--- src/rtl/alu_arbiter.sv ---
// Purpose: round-robin arbiter/sequencer sharing one 4-bit ALU between NUM_REQ requesters.
// Latency: accept -> alu_valid_in 1 cycle; alu_valid_out k cycles later -> rsp_valid k+1 cycles after valid_in.
// Backpressure: one op in flight; req_ready only pulses in IDLE, requesters hold req_valid until granted.
module alu_arbiter #(
  parameter  int NUM_REQ = 4,
  parameter  int CTL_W   = 4,
  parameter  int TIMEOUT = 8,
  localparam int ID_W    = $clog2(NUM_REQ)
) (
  input  logic                     clk,
  input  logic                     reset,
  input  logic [NUM_REQ-1:0]       req_valid,
  input  logic [4*NUM_REQ-1:0]     req_a,
  input  logic [4*NUM_REQ-1:0]     req_b,
  input  logic [NUM_REQ-1:0]       req_cin,
  input  logic [CTL_W*NUM_REQ-1:0] req_ctl,
  output logic [NUM_REQ-1:0]       req_ready,
  output logic [3:0]               alu_a,
  output logic [3:0]               alu_b,
  output logic                     alu_cin,
  output logic [CTL_W-1:0]         alu_ctl,
  output logic                     alu_valid_in,
  input  logic                     alu_valid_out,
  input  logic [3:0]               alu_result,
  input  logic                     alu_carry,
  input  logic                     alu_zero,
  output logic                     rsp_valid,
  output logic [ID_W-1:0]          rsp_id,
  output logic [3:0]               rsp_alu,
  output logic                     rsp_carry,
  output logic                     rsp_zero,
  output logic                     rsp_timeout,
  output logic                     busy,
  output logic [7:0]               stray_cnt
);

  localparam int TMR_W = $clog2(TIMEOUT);
  localparam logic [TMR_W-1:0]   TMR_LAST = TMR_W'(TIMEOUT - 1);
  localparam logic [NUM_REQ-1:0] ONE_HOT0 = NUM_REQ'(1);

  typedef enum logic [1:0] {IDLE, ISSUE, WAIT, RESP} state_t;

  state_t             state, state_nxt;
  logic [ID_W-1:0]    last_grant, sel, idx, cur_id;
  logic               any_req;
  logic [3:0]         op_a, op_b;
  logic               op_cin;
  logic [CTL_W-1:0]   op_ctl;
  logic [TMR_W-1:0]   timer;
  logic [3:0]         res_alu;
  logic               res_carry, res_zero, res_to;

  // Round-robin pick: first requesting index after the last one served, wrapping.
  always_comb begin
    any_req = 1'b0;
    sel     = '0;
    idx     = '0;
    for (int i = 1; i <= NUM_REQ; i++) begin
      idx = ID_W'((int'(last_grant) + i) % NUM_REQ);
      if (!any_req && req_valid[idx]) begin
        any_req = 1'b1;
        sel     = idx;
      end
    end
  end

  // Next-state logic for the IDLE -> ISSUE -> WAIT -> RESP sequence.
  always_comb begin
    state_nxt = state;
    case (state)
      IDLE:    if (any_req) state_nxt = ISSUE;
      ISSUE:   state_nxt = WAIT;
      WAIT:    if (alu_valid_out || (timer == TMR_LAST)) state_nxt = RESP;
      RESP:    state_nxt = IDLE;
      default: state_nxt = IDLE;
    endcase
  end

  // State register.
  always_ff @(posedge clk or negedge reset) begin
    if (!reset) state <= IDLE;
    else        state <= state_nxt;
  end

  // Operand latch, wait timer, result capture and grant history.
  always_ff @(posedge clk or negedge reset) begin
    if (!reset) begin
      last_grant <= ID_W'(NUM_REQ - 1);
      cur_id     <= '0;
      op_a       <= '0;
      op_b       <= '0;
      op_cin     <= 1'b0;
      op_ctl     <= '0;
      timer      <= '0;
      res_alu    <= '0;
      res_carry  <= 1'b0;
      res_zero   <= 1'b0;
      res_to     <= 1'b0;
    end else begin
      case (state)
        IDLE: if (any_req) begin
          cur_id <= sel;
          op_a   <= req_a[4*sel +: 4];
          op_b   <= req_b[4*sel +: 4];
          op_cin <= req_cin[sel];
          op_ctl <= req_ctl[CTL_W*sel +: CTL_W];
        end
        ISSUE: timer <= '0;
        WAIT: begin
          // A result arriving on the last timer cycle still counts as a result.
          if (alu_valid_out) begin
            res_alu   <= alu_result;
            res_carry <= alu_carry;
            res_zero  <= alu_zero;
            res_to    <= 1'b0;
          end else if (timer == TMR_LAST) begin
            res_alu   <= '0;
            res_carry <= 1'b0;
            res_zero  <= 1'b0;
            res_to    <= 1'b1;
          end else begin
            timer <= timer + 1'b1;
          end
        end
        RESP: last_grant <= cur_id;
        default: ;
      endcase
    end
  end

  // Saturating count of ALU results arriving when no op is waiting for one.
  always_ff @(posedge clk or negedge reset) begin
    if (!reset)
      stray_cnt <= '0;
    else if (alu_valid_out && (state != WAIT) && (stray_cnt != 8'hFF))
      stray_cnt <= stray_cnt + 8'd1;
  end

  // Outputs decoded from state so that reset clears them immediately.
  always_comb begin
    busy         = (state != IDLE);
    req_ready    = (reset && (state == IDLE) && any_req) ? (ONE_HOT0 << sel) : '0;
    alu_valid_in = (state == ISSUE);
    alu_a        = busy ? op_a   : '0;
    alu_b        = busy ? op_b   : '0;
    alu_cin      = busy ? op_cin : 1'b0;
    alu_ctl      = busy ? op_ctl : '0;
    rsp_valid    = (state == RESP);
    rsp_id       = rsp_valid ? cur_id    : '0;
    rsp_alu      = rsp_valid ? res_alu   : '0;
    rsp_carry    = rsp_valid ? res_carry : 1'b0;
    rsp_zero     = rsp_valid ? res_zero  : 1'b0;
    rsp_timeout  = rsp_valid ? res_to    : 1'b0;
  end

endmodule

--- config.mk ---
export PLATFORM = sky130hd
export DESIGN_NAME = alu_arbiter
export DESIGN_NICKNAME = d
export VERILOG_FILES = /design/src/rtl/alu_arbiter.sv
export SDC_FILE = /design/constraint.sdc
export NUM_CORES = 1
export LEC_CHECK = 0
export BUFFER_PORTS_ARGS = -buffer_cell sky130_fd_sc_hd__buf_4
export CAP_MARGIN = 40
export CORE_UTILIZATION = 43
export DETAILED_ROUTE_END_ITERATION = 8
export GPL_TIMING_DRIVEN = 0
export PLACE_DENSITY_LB_ADDON = 0.1
export RECOVER_POWER = 25
export SETUP_SLACK_MARGIN = 0.3
export SLEW_MARGIN = 5
export SYNTH_ARGS = -nofsm -noshare
export SYNTH_HDL_FRONTEND = slang
export SYNTH_SLANG_ARGS = --single-unit
--- constraint.sdc ---
create_clock -name clk -period 1.63 [get_ports clk]
set_clock_uncertainty 0.15 [all_clocks]
set_input_delay 0.0815 -clock clk [delete_from_list [all_inputs] [get_ports clk]]
set_output_delay 0.0815 -clock clk [all_outputs]
set_load 0.05 [all_outputs]
==> results of run 1 <==
[cells by family after synthesis]
group / share of synthesized area [%]
buffers and inverters: 5.38
flip-flops: 39.9
AO/OA/AOI/OAI: 25.7
AND/OR/NAND/NOR: 21.1
adder cells (fa/ha/maj): 4.30
XOR/XNOR: 2.26
multiplexers: 1.40
[repair_timing]
item                                    4_1_cts
hold endpoints to repair                     56
resized for setup                           107
buffers inserted                             36
hold buffers                                 43
endpoints found under the setup margin       65
cloned                                        3
pin swaps                                    28
[per-stage QoR]
step / util [%] / area (um^2) / worst slack, ns / cells / hold WS [ns]
global placement: 66.0 / 3410 / -0.243 / 430 / -0.0596
detailed placement: 66.0 / 3410 / -0.246 / 430 / -0.0597
floorplan: - / 2580 / -0.0657 / 260 / -0.364
CTS: 91.2 / 4720 / -0.354 / 520 / -0.388
==> impl_metrics.yaml, run 1 <==
floorplan:
  initial_core_util_pct: 45.0
  io_pins: 102
  num_rows: 26
  die_h_um: 75.6
  die_x_um: 75.6
placement:
  gp_congestion: 0.799
  io_buffers: 100
  hpwl_um: 4990
yosys:
  yosysSeqAreaShare_pct: 39.9
  yosysTopAreaCellShare_pct: 37.6
  synthCells: 260
  ys_warn_count: 0
  yosysMostFrequentCell: "dfrtp_1"
  avgSynthCellArea_um2: 8.95
  synthArstFlopShare_pct: 100
  netlist_area_mm2: 0.00233
  yosys_register_bits: 37
  synth_top_cell_by_area: "dfrtp_1"
  synthTopCellsByArea: "dfrtp_1 (38%), and2_1 (6.2%), a32oi_1 (4.9%)"
  synth-main-ff-cell: "dfrtp_1"
  synth_edf_count: 0
  synthDistinctLibCells: 41
  synth_nets: 333
  synthTopCellsByCount: "dfrtp_1 (35), nor2_1 (24), and2_1 (23)"
cts:
  htreeDepth: 2
  cts.sinks: 37
  ctsLongestPathBuffers: 2
  numCtsBuffers: 5
  cts_root_buf: "clkbuf_8"
timing:
  worstEndpointType: "output port"
  worst_endpoint: "req_ready[3]"
run_status:
  lastStage: "global routing"
  status: "did not finish"
  error: "[ERROR DPL-0038] Utilization greater than 100%, impossible to legalize"
grt:
  grt_max_degree: 40
==> inputs of run 2 (changes only) <==
Settings changed: CORE_UTILIZATION 43 to 40, PLACE_DENSITY_LB_ADDON 0.1 to 0.15, SETUP_SLACK_MARGIN 0.3 to unset.
Clock period 1.63 ns to 2.1 ns, I/O delays scaled along.
==> impl_metrics.yaml, run 2 <==
routing:
  post_drt_wl_per_cell_um: 15.4
  drt.antenna.violating_nets: 0
  wirelength_um: 7340
  vias: 2501
  vias_per_cell: 5.23
  drt_iter0_drc: 125
  dr.pass1.iters: 4
  drc: 0
yosys:
  yosysSeqAreaShare_pct: 39.9
  synthArstFlopShare_pct: 100
  avgSynthCellArea_um2: 8.95
  synthCells: 260
  synth_edf_count: 0
  synth-main-ff-cell: "dfrtp_1"
  synthTopCellsByCount: "dfrtp_1 (35), nor2_1 (24), and2_1 (23)"
  synth_top_cell_by_area: "dfrtp_1"
  yosysMostFrequentCell: "dfrtp_1"
  ys_warn_count: 0
  synthTopCellsByArea: "dfrtp_1 (38%), and2_1 (6.2%), a32oi_1 (4.9%)"
  synth_nets: 333
  netlist_area_mm2: 0.00233
  yosys_register_bits: 37
  synthDistinctLibCells: 41
  yosysTopAreaCellShare_pct: 37.6
cts:
  clk_latency_ns: 0.29
  cts_tree: "yes"
  htreeDepth: 2
  ctsLongestPathBuffers: 2
  cts_root_buf: "clkbuf_8"
  numCtsBuffers: 5
  cts.clk_slew.worst_paths_ns: 0.08
  cts.sinks: 37
floorplan:
  fp.dieArea_mm2: 0.00613
  core-area_mm2: 0.00554
  die_x_um: 78.3
  io_pins: 102
  die_h_um: 78.3
  initial_core_util_pct: 42.0
  num_rows: 27
timing:
  whs_ns: -0.000712
  fin_crit_sh_pct: 98.2
  slew_headroom_pct: 66.3
  grt_setup_unrepaired: "yes"
  worstMarginPinSlew_ns: 0.506
  hold_viol: 1
  period_minus_slack_ns: 2.06
  setup_viol: 0
  tns_ns: 0
  fmax_mhz: 485
  slew_viol_final: 0
worst_setup_path:
  slowest_delay_ns: 0.60
  timing.critical_path.from_type: "flop"
  path_cells: "inv_1 > a221o_1 > buf_6 > nand2_2 > nor2_2 > buf_6"
  worst_path_max_delay_cell: "dfstp_2"
  required_ns: 1.85
  critPathMostFrequentCell: "buf_6"
  path_max_fanout: 10
  cpLargestDelayFamily: "flip-flops"
  worst-path-buf-inv: 3
  r2r_cells: 6
  path_depth: 6
  cp.arrival_ns: 1.81
  end_kind: "output port"
  crit_type: "flop to output port"
power_and_ir_drop:
  vdd_drop_max_uv: 931
  p_leak_nw: 1.75
  p_per_area_mw_per_mm2: 1470
  finalPower_mw: 5.50
cells_and_area:
  drive_gt1_share_pct: 35.7
  largest_register_ffs: 8
  final_common_cell: "buf_4"
  layout.nets: 478
  top_register: "stray_cnt"
  areaGrowthSynthToFinish_pct: 61.3
  final_cell_mix: "buf_4 (104), dfrtp_1 (35), dlygate4sd3_1 (34), and2_1 (23), nor2_1 (21)"
  n_antenna_cell: 0
grt:
  grt_use_met1_pct: 33.1
  grt-ovfl-total: 0
  grt_pass1_wl_um: 11500
  grt_max_degree: 40
  grt_util_met2_pct: 38.4
  grt_usage_pct: 23.8
  gr-usage-met3_pct: 3.37
  antenna_found_initial: 0
  grt.busiest_layer: "met2"
  first_global_vias: 2406
hold_path:
  min_path_type: "input pin to flop"
  hold_depth: 3
placement:
  io_buffers: 100
  gp_congestion: 0.838
  hpwl_um: 4900
run_status:
  violations: "hold timing"
  status: "finished, violations left"
flow_run:
  max-cap-violations: 0
-- run 2: cell counts after synthesis --
Identical to the previous run, type by type.
-- run 2: stage by stage --
stage | cell area [um^2] | instances | worst slack, ns | hold slack [ns] | util [%]
global placement | 3170 | 432 | 0.0796 | -0.0333 | 57.2
global route | 3750 | 478 | -0.0115 | 0.0126 | 67.8
CTS | 3690 | 477 | 0.00290 | 0.000133 | 66.6
floorplan | 2330 | 260 | 0.0196 | -0.341 | -
detailed placement | 3170 | 432 | 0.0738 | -0.0329 | 57.2
finish | 3750 | 478 | 0.0380 | -0.000712 | 67.8
-- run 2: repair_timing --
action	4_1_cts	5_1_grt
endpoints found under the setup margin	14	11
gates resized for setup	14	16
endpoints found under the hold margin	56	0
pin swaps	3	2
setup buffers	4	2
hold buffers	34	0
-- run 2: where the power goes --
group / switching, mW / internal [mW]
combinational: 2.25 / 1.34
clock: 0.266 / 0.386
sequential: 0.223 / 1.04
-- run 2: worst register-to-register path, cell delays in order (launching register included) --
cell and delay, ns:
dfstp_2 0.60, inv_1 0.07, a221o_1 0.41, buf_4 0.16, buf_4 0.14, a32oi_1 0.23, a31oi_1 0.11
-- run 2: cells by family (layout without fill, tap and decap cells) --
family,after synthesis,after routing,synth area share [%]
adder cells (fa/ha/maj),8,8,4.30
XOR/XNOR,6,6,2.26
AO/OA/AOI/OAI,87,87,25.7
AND/OR/NAND/NOR,94,94,21.1
flip-flops,37,37,39.9
buffers and inverters,25,171,5.38
multiplexers,3,3,1.40
-- run 2: final timing paths --
path                          startpoint       endpoint  slack [ns]
max                        last_grant[0]   req_ready[3]        0.04
min                            req_b[11]        op_b[3]     -0.0007
max reg2reg                last_grant[0]        op_a[3]        0.11
min reg2reg                   res_alu[3]     res_alu[3]        0.34
max in group asynchronous          reset  last_grant[0]        1.26
min in group asynchronous          reset     res_alu[0]        0.18
-- run 2: area by class of cell --
cell class,count,area (um^2)
clock inverter,2,37.5
inverter,7,26.3
timing repair buffer,140,1150
sequential,37,928
clock buffer,6,82.6
fill,457,1790
multi-input combinational,198,1320
buffer,16,123
tap,72,90.1
-- run 2: per-layer routing --
metal	up-vias	routed length (um)
li1	1225	-
met5	-	0
met3	12	474
met2	94	3390
met4	0	135
met1	1170	3340
(Power assumes the default switching activity.)
